## config.mk

```make
export PLATFORM = sky130hd
export DESIGN_NAME = fc_output_argmax
export DESIGN_NICKNAME = d
export VERILOG_FILES = /design/src/rtl/fc_pkg.sv /design/src/rtl/mac_unit.sv /design/src/rtl/fc_output_argmax.sv
export SDC_FILE = /design/constraint.sdc
export NUM_CORES = 1
export LEC_CHECK = 0
export ABC_CLOCK_PERIOD_IN_PS = 27000
export CAP_MARGIN = 20
export CORE_AREA = 2 2 350 352
export CTS_BUF_LIST = sky130_fd_sc_hd__clkbuf_4 sky130_fd_sc_hd__clkbuf_8
export CTS_CLUSTER_SIZE = 10
export DETAILED_ROUTE_END_ITERATION = 10
export DIE_AREA = 0 0 352 354
export PLACE_DENSITY = 0.59
export SYNTH_ARGS = -nofsm -noshare
export SYNTH_HDL_FRONTEND = slang
export SYNTH_SLANG_ARGS = --single-unit
```

## constraint.sdc

```tcl
create_clock -name clk -period 27 [get_ports clk]
set_input_delay 2.7 -clock clk [delete_from_list [all_inputs] [get_ports clk]]
set_output_delay 2.7 -clock clk [all_outputs]
set_load 0.01 [all_outputs]
```

## src/rtl/fc_pkg.sv

```systemverilog
// Shared constants and FSM encoding for the fully connected layers
// (hidden ReLU layer and the output argmax stage).
package fc_pkg;

  function automatic int acc_width(input int w, input int n);
    return 2 * w + $clog2(n) + 1;
  endfunction

  localparam int FC_W           = 8;
  localparam int FC_IN_SIZE     = 8;
  localparam int FC_NUM_CLASSES = 10;
  localparam int FC_ACC_WIDTH   = acc_width(FC_W, FC_IN_SIZE);
  localparam int FC_IDX_W       = $clog2(FC_NUM_CLASSES);

  localparam int SAT_MAX = (2 ** (FC_W - 1)) - 1;
  localparam int SAT_MIN = -(2 ** (FC_W - 1));

  typedef enum logic [1:0] {
    ST_IDLE = 2'd0,
    ST_MAC  = 2'd1,
    ST_CMP  = 2'd2,
    ST_DONE = 2'd3
  } fc_state_e;

endpackage

```

## src/rtl/mac_unit.sv

```systemverilog
// Signed WxW multiply-accumulate with synchronous clear (priority) and enable.
module mac_unit
  import fc_pkg::*;
#(
  parameter int W         = FC_W,
  parameter int ACC_WIDTH = FC_ACC_WIDTH
) (
  input  logic                        clk,
  input  logic                        clr,
  input  logic                        en,
  input  logic signed [W-1:0]         a,
  input  logic signed [W-1:0]         b,
  output logic signed [ACC_WIDTH-1:0] acc
);

  logic signed [2*W-1:0]       prod;
  logic signed [ACC_WIDTH-1:0] acc_d, acc_q;

  assign prod = (2*W)'(a) * (2*W)'(b);

  always_comb begin
    acc_d = acc_q;
    if (clr) begin
      acc_d = '0;
    end else if (en) begin
      acc_d = acc_q + ACC_WIDTH'(prod);
    end
  end

  always_ff @(posedge clk) begin
    acc_q <= acc_d;
  end

  assign acc = acc_q;

endmodule

```

## src/rtl/fc_output_argmax.sv

```systemverilog
// Output classifier: one time-multiplexed MAC computes each class logit in turn,
// saturates it into logits_flat and tracks the running argmax.
module fc_output_argmax
  import fc_pkg::*;
#(
  parameter int IN_SIZE     = FC_IN_SIZE,
  parameter int NUM_CLASSES = FC_NUM_CLASSES,
  parameter int W           = FC_W,
  parameter int ACC_WIDTH   = acc_width(W, IN_SIZE),
  parameter int IDX_W       = $clog2(NUM_CLASSES)
) (
  input  logic                             clk,
  input  logic                             reset,
  input  logic                             start,
  input  logic [W*IN_SIZE-1:0]             in_vector_flat,
  input  logic [W*NUM_CLASSES*IN_SIZE-1:0] weights_flat,
  input  logic [W*NUM_CLASSES-1:0]         biases_flat,
  output logic [W*NUM_CLASSES-1:0]         logits_flat,
  output logic [IDX_W-1:0]                 class_idx,
  output logic signed [ACC_WIDTH-1:0]      max_logit,
  output logic                             busy,
  output logic                             done
);

  localparam int KW = (IN_SIZE > 1) ? $clog2(IN_SIZE) : 1;
  localparam logic [KW-1:0]    K_LAST = KW'(IN_SIZE - 1);
  localparam logic [IDX_W-1:0] C_LAST = IDX_W'(NUM_CLASSES - 1);
  localparam logic signed [ACC_WIDTH-1:0] SAT_HI = ACC_WIDTH'((2 ** (W - 1)) - 1);
  localparam logic signed [ACC_WIDTH-1:0] SAT_LO = ACC_WIDTH'(-(2 ** (W - 1)));

  function automatic logic signed [W-1:0] sat_w(input logic signed [ACC_WIDTH-1:0] v);
    if (v > SAT_HI) return SAT_HI[W-1:0];
    if (v < SAT_LO) return SAT_LO[W-1:0];
    return v[W-1:0];
  endfunction

  fc_state_e state_d, state_q;
  logic [IDX_W-1:0] c_d, c_q;
  logic [KW-1:0]    k_d, k_q;

  logic signed [W-1:0] x_in [IN_SIZE];
  logic signed [W-1:0] w_in [NUM_CLASSES][IN_SIZE];
  logic signed [W-1:0] b_in [NUM_CLASSES];
  logic signed [W-1:0] x_d [IN_SIZE], x_q [IN_SIZE];
  logic signed [W-1:0] w_d [NUM_CLASSES][IN_SIZE], w_q [NUM_CLASSES][IN_SIZE];
  logic signed [W-1:0] b_d [NUM_CLASSES], b_q [NUM_CLASSES];
  logic signed [W-1:0] logits_d [NUM_CLASSES], logits_q [NUM_CLASSES];

  logic [IDX_W-1:0]            class_idx_d, class_idx_q;
  logic signed [ACC_WIDTH-1:0] max_logit_d, max_logit_q;
  logic signed [ACC_WIDTH-1:0] acc, logit;
  logic                        acc_clr, acc_en;

  for (genvar i = 0; i < IN_SIZE; i++) begin : g_x
    assign x_in[i] = in_vector_flat[i*W +: W];
  end

  for (genvar c = 0; c < NUM_CLASSES; c++) begin : g_cls
    assign b_in[c] = biases_flat[c*W +: W];
    assign logits_flat[c*W +: W] = logits_q[c];
    for (genvar k = 0; k < IN_SIZE; k++) begin : g_w
      assign w_in[c][k] = weights_flat[(c*IN_SIZE + k)*W +: W];
    end
  end

  mac_unit #(
    .W        (W),
    .ACC_WIDTH(ACC_WIDTH)
  ) u_mac (
    .clk(clk),
    .clr(acc_clr | reset),
    .en (acc_en),
    .a  (x_q[k_q]),
    .b  (w_q[c_q][k_q]),
    .acc(acc)
  );

  assign logit = acc + ACC_WIDTH'(b_q[c_q]);

  always_comb begin
    state_d     = state_q;
    c_d         = c_q;
    k_d         = k_q;
    x_d         = x_q;
    w_d         = w_q;
    b_d         = b_q;
    logits_d    = logits_q;
    class_idx_d = class_idx_q;
    max_logit_d = max_logit_q;
    acc_clr     = 1'b0;
    acc_en      = 1'b0;
    unique case (state_q)
      ST_IDLE, ST_DONE: begin
        if (start) begin
          x_d     = x_in;
          w_d     = w_in;
          b_d     = b_in;
          c_d     = '0;
          k_d     = '0;
          acc_clr = 1'b1;
          state_d = ST_MAC;
        end
      end
      ST_MAC: begin
        acc_en = 1'b1;
        if (k_q == K_LAST) begin
          state_d = ST_CMP;
        end else begin
          k_d = k_q + KW'(1);
        end
      end
      ST_CMP: begin
        logits_d[c_q] = sat_w(logit);
        // Strict compare: on a tie the earlier (lower) class keeps the win.
        if (c_q == '0 || logit > max_logit_q) begin
          max_logit_d = logit;
          class_idx_d = c_q;
        end
        acc_clr = 1'b1;
        k_d     = '0;
        if (c_q == C_LAST) begin
          state_d = ST_DONE;
        end else begin
          c_d     = c_q + IDX_W'(1);
          state_d = ST_MAC;
        end
      end
      default: state_d = ST_IDLE;
    endcase
  end

  always_ff @(posedge clk) begin
    if (reset) begin
      state_q     <= ST_IDLE;
      c_q         <= '0;
      k_q         <= '0;
      logits_q    <= '{default: '0};
      class_idx_q <= '0;
      max_logit_q <= '0;
    end else begin
      state_q     <= state_d;
      c_q         <= c_d;
      k_q         <= k_d;
      logits_q    <= logits_d;
      class_idx_q <= class_idx_d;
      max_logit_q <= max_logit_d;
    end
  end

  // Operand copies are pure data; they are only consumed after a start loads them.
  always_ff @(posedge clk) begin
    x_q <= x_d;
    w_q <= w_d;
    b_q <= b_d;
  end

  assign class_idx = class_idx_q;
  assign max_logit = max_logit_q;
  assign busy      = (state_q == ST_MAC) || (state_q == ST_CMP);
  assign done      = (state_q == ST_DONE);

endmodule

```

* Word level (Yosys, flattened, before mapping)
Index checks and enable logic that the tools add are counted.
** Cells by class
- Add/sub/neg operators :: 4
- $mul :: 1
- $lt $le $gt $ge :: 6
- Eq/ne operators :: 9
- Mux-type cells :: 38
- Bitwise logic cells :: 3
- Reduce and logical (&&, ||, !) cells :: 12
** Operators with widths (number)
- binary-select mux 64 bit (select 4 bit) :: 1
- two-way mux 64 bit :: 2
- two-way mux 8 bit :: 12
- bitwise mux 80 bit :: 1
- binary-select mux 8 bit (select 3 bit) :: 2
- binary-select mux 8 bit (select 4 bit) :: 1
- demux 8 bit (select 4 bit) :: 1
- adder 20 x 16 -> 20 bit :: 1
- adder 20 x 8 -> 20 bit :: 1
- > comparator 20 bit :: 1
- > comparator 20 x 8 -> 1 bit (second input constant) :: 1
- less-than comparator 20 x 8 -> 1 bit (second input constant) :: 1
- multiplier 8 x 8 -> 16 bit :: 1
- case mux 3 bit (3 select lines) :: 1
- two-way mux 4 bit :: 2
- != test 2 bit (second input constant) :: 4
- case mux 4 bit (2 select lines) :: 1
- AND reduction 2 bit :: 4
- two-way mux 1 bit :: 7
- two-way mux 2 bit :: 3
- two-way mux 3 bit :: 2
- case mux 2 bit (3 select lines) :: 1
- greater-or-equal comparator 5 bit (second input constant) :: 1
- less-than comparator 5 x 1 -> 1 bit (second input constant) :: 1
- 18 further kinds :: 20
** Storage, ports and cells
- Register bits :: 917
- Input port bits :: 787
- Logic and storage cells :: 187

* Logic depth before layout (Yosys ltp)
- Depth in word-level cells :: 14
- Mapped depth :: 33

* Modules after synthesis
A second synthesis with hierarchy kept.
** Second synthesis, totals
- Cells, all modules :: 2458
- Area total of the unflattened synthesis :: 40101.0 sq um
** Modules (own cells, without submodules)
- fc_output_argmax :: instances 1, cells an instance 2028, area an instance 35891.9 sq um, sequential area each 25804.7 sq um
- mac_unit :: instances 1, cells an instance 430, area an instance 4209.0 sq um, sequential area each 400.4 sq um

* Least setup slack after synthesis
Ideal clock, no wire load.
- Path kind :: input to register
- Start :: in start
- End :: reg b_q[0] (netlist name), enable pin
- Setup time :: 1.256 ns
- Arrival time :: 20.270 ns
- Setup slack :: 5.474 ns
- Cell stages on the path :: 1
- Buffers on the path :: 0
- Path through :: and2_1
** Between the ends
- Word-level cells in the longest chain between the ends :: 1
** RTL lines
- from (decl) :: RTL line fc_output_argmax.sv:14 : input logic start,
- AND reduction 2 bit (no source line)
- to (signal assigned) :: RTL line fc_output_argmax.sv:154 : b_q <= b_d;
- to (decl) :: RTL line fc_output_argmax.sv:46 : logic signed [W-1:0] b_d [NUM_CLASSES], b_q [NUM_CLASSES];
No other way between the ends.
A chain may end at the register's enable or synchronous reset.

* Worst setup path after layout
- Start :: reg c_q[0]
- End :: reg u_mac.acc_q[17], in the netlist u_mac.acc[17]
** Between the ends
- Word-level cells in the longest chain between the ends :: 9
** RTL lines
- from (decl) :: RTL line fc_output_argmax.sv:38 : logic [IDX_W-1:0] c_d, c_q;
- from (signal assigned) :: RTL line fc_output_argmax.sv:135 : c_q <= '0;
- from (signal assigned) :: RTL line fc_output_argmax.sv:142 : c_q <= c_d;
- NOT 4 -> 5 bit (not written as such) :: RTL line fc_output_argmax.sv:74 : .b (w_q[c_q][k_q]),
- binary-select mux 64 bit (select 4 bit) :: RTL line fc_output_argmax.sv:74
- two-way mux 64 bit (not written as such) (2 in series) :: RTL line fc_output_argmax.sv:74
- binary-select mux 8 bit (select 3 bit) :: RTL line fc_output_argmax.sv:74
- two-way mux 8 bit (not written as such) (2 in series) :: RTL line fc_output_argmax.sv:74
- multiplier 8 x 8 -> 16 bit :: RTL line mac_unit.sv:19 : assign prod = (2*W)'(a) * (2*W)'(b);
- adder 20 x 16 -> 20 bit :: RTL line mac_unit.sv:26 : acc_d = acc_q + ACC_WIDTH'(prod);
- to (signal assigned) :: RTL line mac_unit.sv:31 : acc_q <= acc_d;
- to (decl) :: RTL line mac_unit.sv:17 : logic signed [ACC_WIDTH-1:0] acc_d, acc_q;
No other way between the ends. The select of a mux whose other input is x is not followed.

==> metrics.md <==
| Metric | Value |
|---|---|
| Library cells used by synthesis | `67` |
| Residual DRC count | `0` |
| Seq/Total Area, Yosys | `65.16%` |
| RSZ-0062 raised after global routing | `false` |
| Post-synth ARST share | `0%` |
| CP most frequent cell | `fa_1` |
| Vias in the first global route | `26660` |
| Final clock skew | `between 0.04 and 0.05 ns` |
| Fraction of layout cells with a size suffix above 1 | `14.25%` |
| WP data arrival | `9.95 ns` |
| Tightest Pin Transition | `1.035 ns` |
| Final Non-Filler Cells | `5173` |
| Xor/xnor share of the synthesized area | `0.8027%` |
| Iter 0 DRT Violations | `1975` |
| Clk_lat worst skew | `about 0.88 ns` |
| EDFF count, synth | `784` |
| Register bit count reported by yosys | `about 900` |
| Yosys warning total | `0` |
| Mean routed wirelength per cell | `26.17 µm` |
| Final setup viols | `0` |
| Antenna Nets Post-Route | `0` |
| First-pass GRT wire length | `190000 µm` |
| Routed WL | `135400 µm` |
| Critical Path Start Type | `flop` |
| Lkg Pwr | `about 18 nW` |
| Die area | `0.1246 mm²` |
| Nets | `4366` |
| CTS Buffer Depth | `3` |
| Vias/cell | `4.923` |
| Max Slew Vio Count | `0` |
| Util after Layout | `44.93%` |
| Slew headroom | `slightly below 30%` |
| Initial Util | `33.26%` |
| Hpwl dp | `between 100000 and 150000 µm` |
| Worst path top cell family by delay | `adder cells` |
| Gr usage total | `21.44%` |
| Max cap viols | `0` |
| Largest family of logic cells by synthesized area | `multiplexers` |
| Final period util | `34.05%` |
| Worst Path Required | `27.76 ns` |
| CTS clk-pin slew, worst paths | `0.06 ns` |
| Worst-path maximum fanout | `46` |
| Final hold vios | `0` |
| Cells after DPL | `approximately 5000` |
| Largest net degree at the start of global routing | `196` |
| Crit-path max cell delay | `~0.85 ns` |
| Status | `complete, no violations` |
| Final GP Congestion | `around 0.85` |
| Syn_nets | `3396` |
| Worst path cell trace | `buf_4, buf_4, mux4_2, mux2i_1, o22ai_1, o21ai_0, mux4_2, nor2_1, buf_4, inv_1, fa_1, inv_1, fa_1, fa_1, fa_1, fa_1, ha_1, a2111oi_0, nor3_1, nor3_1, nor2_1, a31oi_1, xnor2_1, a31o_2` |
| Num CTS Buffers | `159` |
| Row cnt | `128` |
| Die X | `352 µm` |
| Port bufs | `~890` |
| CTS tree | `built` |
| Top FF cell, synth | `edfxtp_1` |
| Top Ports | `893` |
| Slowest CP cell | `dfxtp_4` |
| Setup_tns | `0 ns` |
| Htree depth | `4` |
| FMAX | `between 100 and 150 MHz` |
| Mux contribution to synthesized area | `14.12%` |
| Clk sinks | `917` |
| PD cells | `roughly 80 mW/mm²` |
| Mapped Cells | `between 2000 and 2500` |
| DR pass1 iterations | `6` |
| Synth Area in Compound Gates | `5.812%` |
| Die height | `354 µm` |
| Bufs and invs on worst path | `5` |
| CTS root buffer | `clkbuf_8` |
| Worst Setup End Kind | `flop` |
| Worst VDD drop | `around 0.000094 V` |
| Syn Std Cell Area | `around 0.04 mm²` |
| Core ar. | `0.1209 mm²` |
| Post-CTS Setup Inserts | `0` |
| Resized cells post-CTS | `0` |
| Vias | `around 25000` |
| Total gr overflow | `0` |
| Hold crit path type | `reg -> reg` |
| Synth Area in Simple Gates | `between 4 and 5%` |
| Critical path class | `reg -> reg` |
| Post-Synth Adder-Cell Area | `7.386%` |
| Min Tclk post-route | `9.194 ns` |
| P&R area growth vs syn | `35.07%` |
| Final-layout fill cell count | `10636` |
| Initial antenna violation count | `75` |
| Hold buffers post-CTS | `0` |
| Mean Syn Cell Area | `16.58 µm²` |
[through the flow]
step	area [µm²]	hold slack [ns]	power [mW]	setup WS (ns)
floorplan	40220	0.4882	2.816	5.474
global placement	51060	0.4736	3.122	17.57
detailed placement	51070	0.4773	3.127	17.60
CTS	54210	0.4939	4.414	17.59
global route	54290	0.5123	4.655	17.21
finish	54320	0.4944	4.367	17.81
[registers in the layout, indices dropped and copies added, names as in the netlist]
| name | cells |
|---|---|
| max_logit | 20 |
| class_idx | 4 |
| k_q | 3 |
| w_q | 640 |
| x_q | 64 |
| logits_flat | 80 |
| state_q | 2 |
| c_q | 4 |
| u_mac.acc | 20 |
| b_q | 80 |
[synth_stat cells (10+ instances only)]
master    number  area share, %
a21oi_1       34           0.42
ha_1          95            3.0
fa_1          89            4.4
a311oi_1      12           0.26
buf_1         18           0.17
a211oi_1      58            1.1
inv_1        145            1.4
edfxtp_1     784             59
mux2i_1      188            4.7
nand2b_1      43           0.67
xor2_1        12           0.26
mux4_2       167            9.4
xnor2_1       23           0.50
buf_2         21           0.26
nor2b_1       14           0.22
or3_1         13           0.20
nand2_1       31           0.29
clkbuf_1      80           0.75
o21ai_0       44           0.55
o221ai_1      32           0.70
o22ai_1       40           0.62
nor2_1       175            1.6
dfxtp_1      133            6.6
nand3_1       10           0.12
o32ai_1       20           0.44
a21o_1        18           0.34
nor3_1        22           0.27
[worst paths after layout]
path             startpoint              to  depth (start not counted)  slack (ns)
max                  c_q[0]   u_mac.acc[17]                         24       17.81
min          logits_flat[1]  logits_flat[1]                          2        0.49
min reg2reg  logits_flat[1]  logits_flat[1]                          2        0.49
max reg2reg          c_q[0]   u_mac.acc[17]                         24       17.81
[area by class of cell]
type | instances | area, µm² | area share, %
sequential | 917 | 26230 | 48.28
multi-input combinational | 1240 | 13010 | 23.94
timing repair buffer | 932 | 9284 | 17.09
clock buffer | 226 | 2741 | 5.046
tap | 1625 | 2033 | 3.743
inverter | 145 | 544.3 | 1.002
clock inverter | 55 | 402.9 | 0.7416
antenna | 33 | 82.58 | 0.1520
[worst min-delay path: stages (launching register included)]
cell	delay [ns]
dfxtp_1	0.31
nand2b_1	0.06
o32ai_1	0.07
[cell families after synthesis]
group / after synthesis
AND/OR/NAND/NOR: 344
buffers and inverters: 268
AO/OA/AOI/OAI: 318
adder cells (fa/ha/maj): 184
flip-flops: 917
XOR/XNOR: 36
multiplexers: 358
[cell usage in the layout, fill, tap and decap left out, types with 26 or more instances in the layout]
cell type	netlist	layout
clkbuf_4	0	59
clkdlybuf4s50_1	0	891
nand2b_1	43	43
inv_1	145	145
buf_4	4	37
clkinv_1	0	26
o22ai_1	40	39
o221ai_1	32	32
ha_1	95	95
mux4_2	167	167
nand2_1	31	30
diode_2	0	33
edfxtp_1	784	784
clkbuf_8	0	167
nor2_1	175	174
dfxtp_1	133	126
mux2i_1	188	187
fa_1	89	89
a211oi_1	58	58
a21oi_1	34	34
o21ai_0	44	44
[report_power, final]
group / total (mW) / internal (mW) / switching [mW]
logic: 1.38 / 0.646 / 0.733
registers: 1.72 / 1.68 / 0.0407
clock network: 1.27 / 0.686 / 0.585
total: 4.37 / 3.01 / 1.36
[metal layers]
metal	wire [µm]	up-vias	GRT usage, %
met5	382	-	0
li1	-	11437	-
met4	3580	58	7.348
met1	51380	12666	24.97
met3	10750	272	6.871
met2	69310	1036	37.19
(Power assumes the default switching activity.)
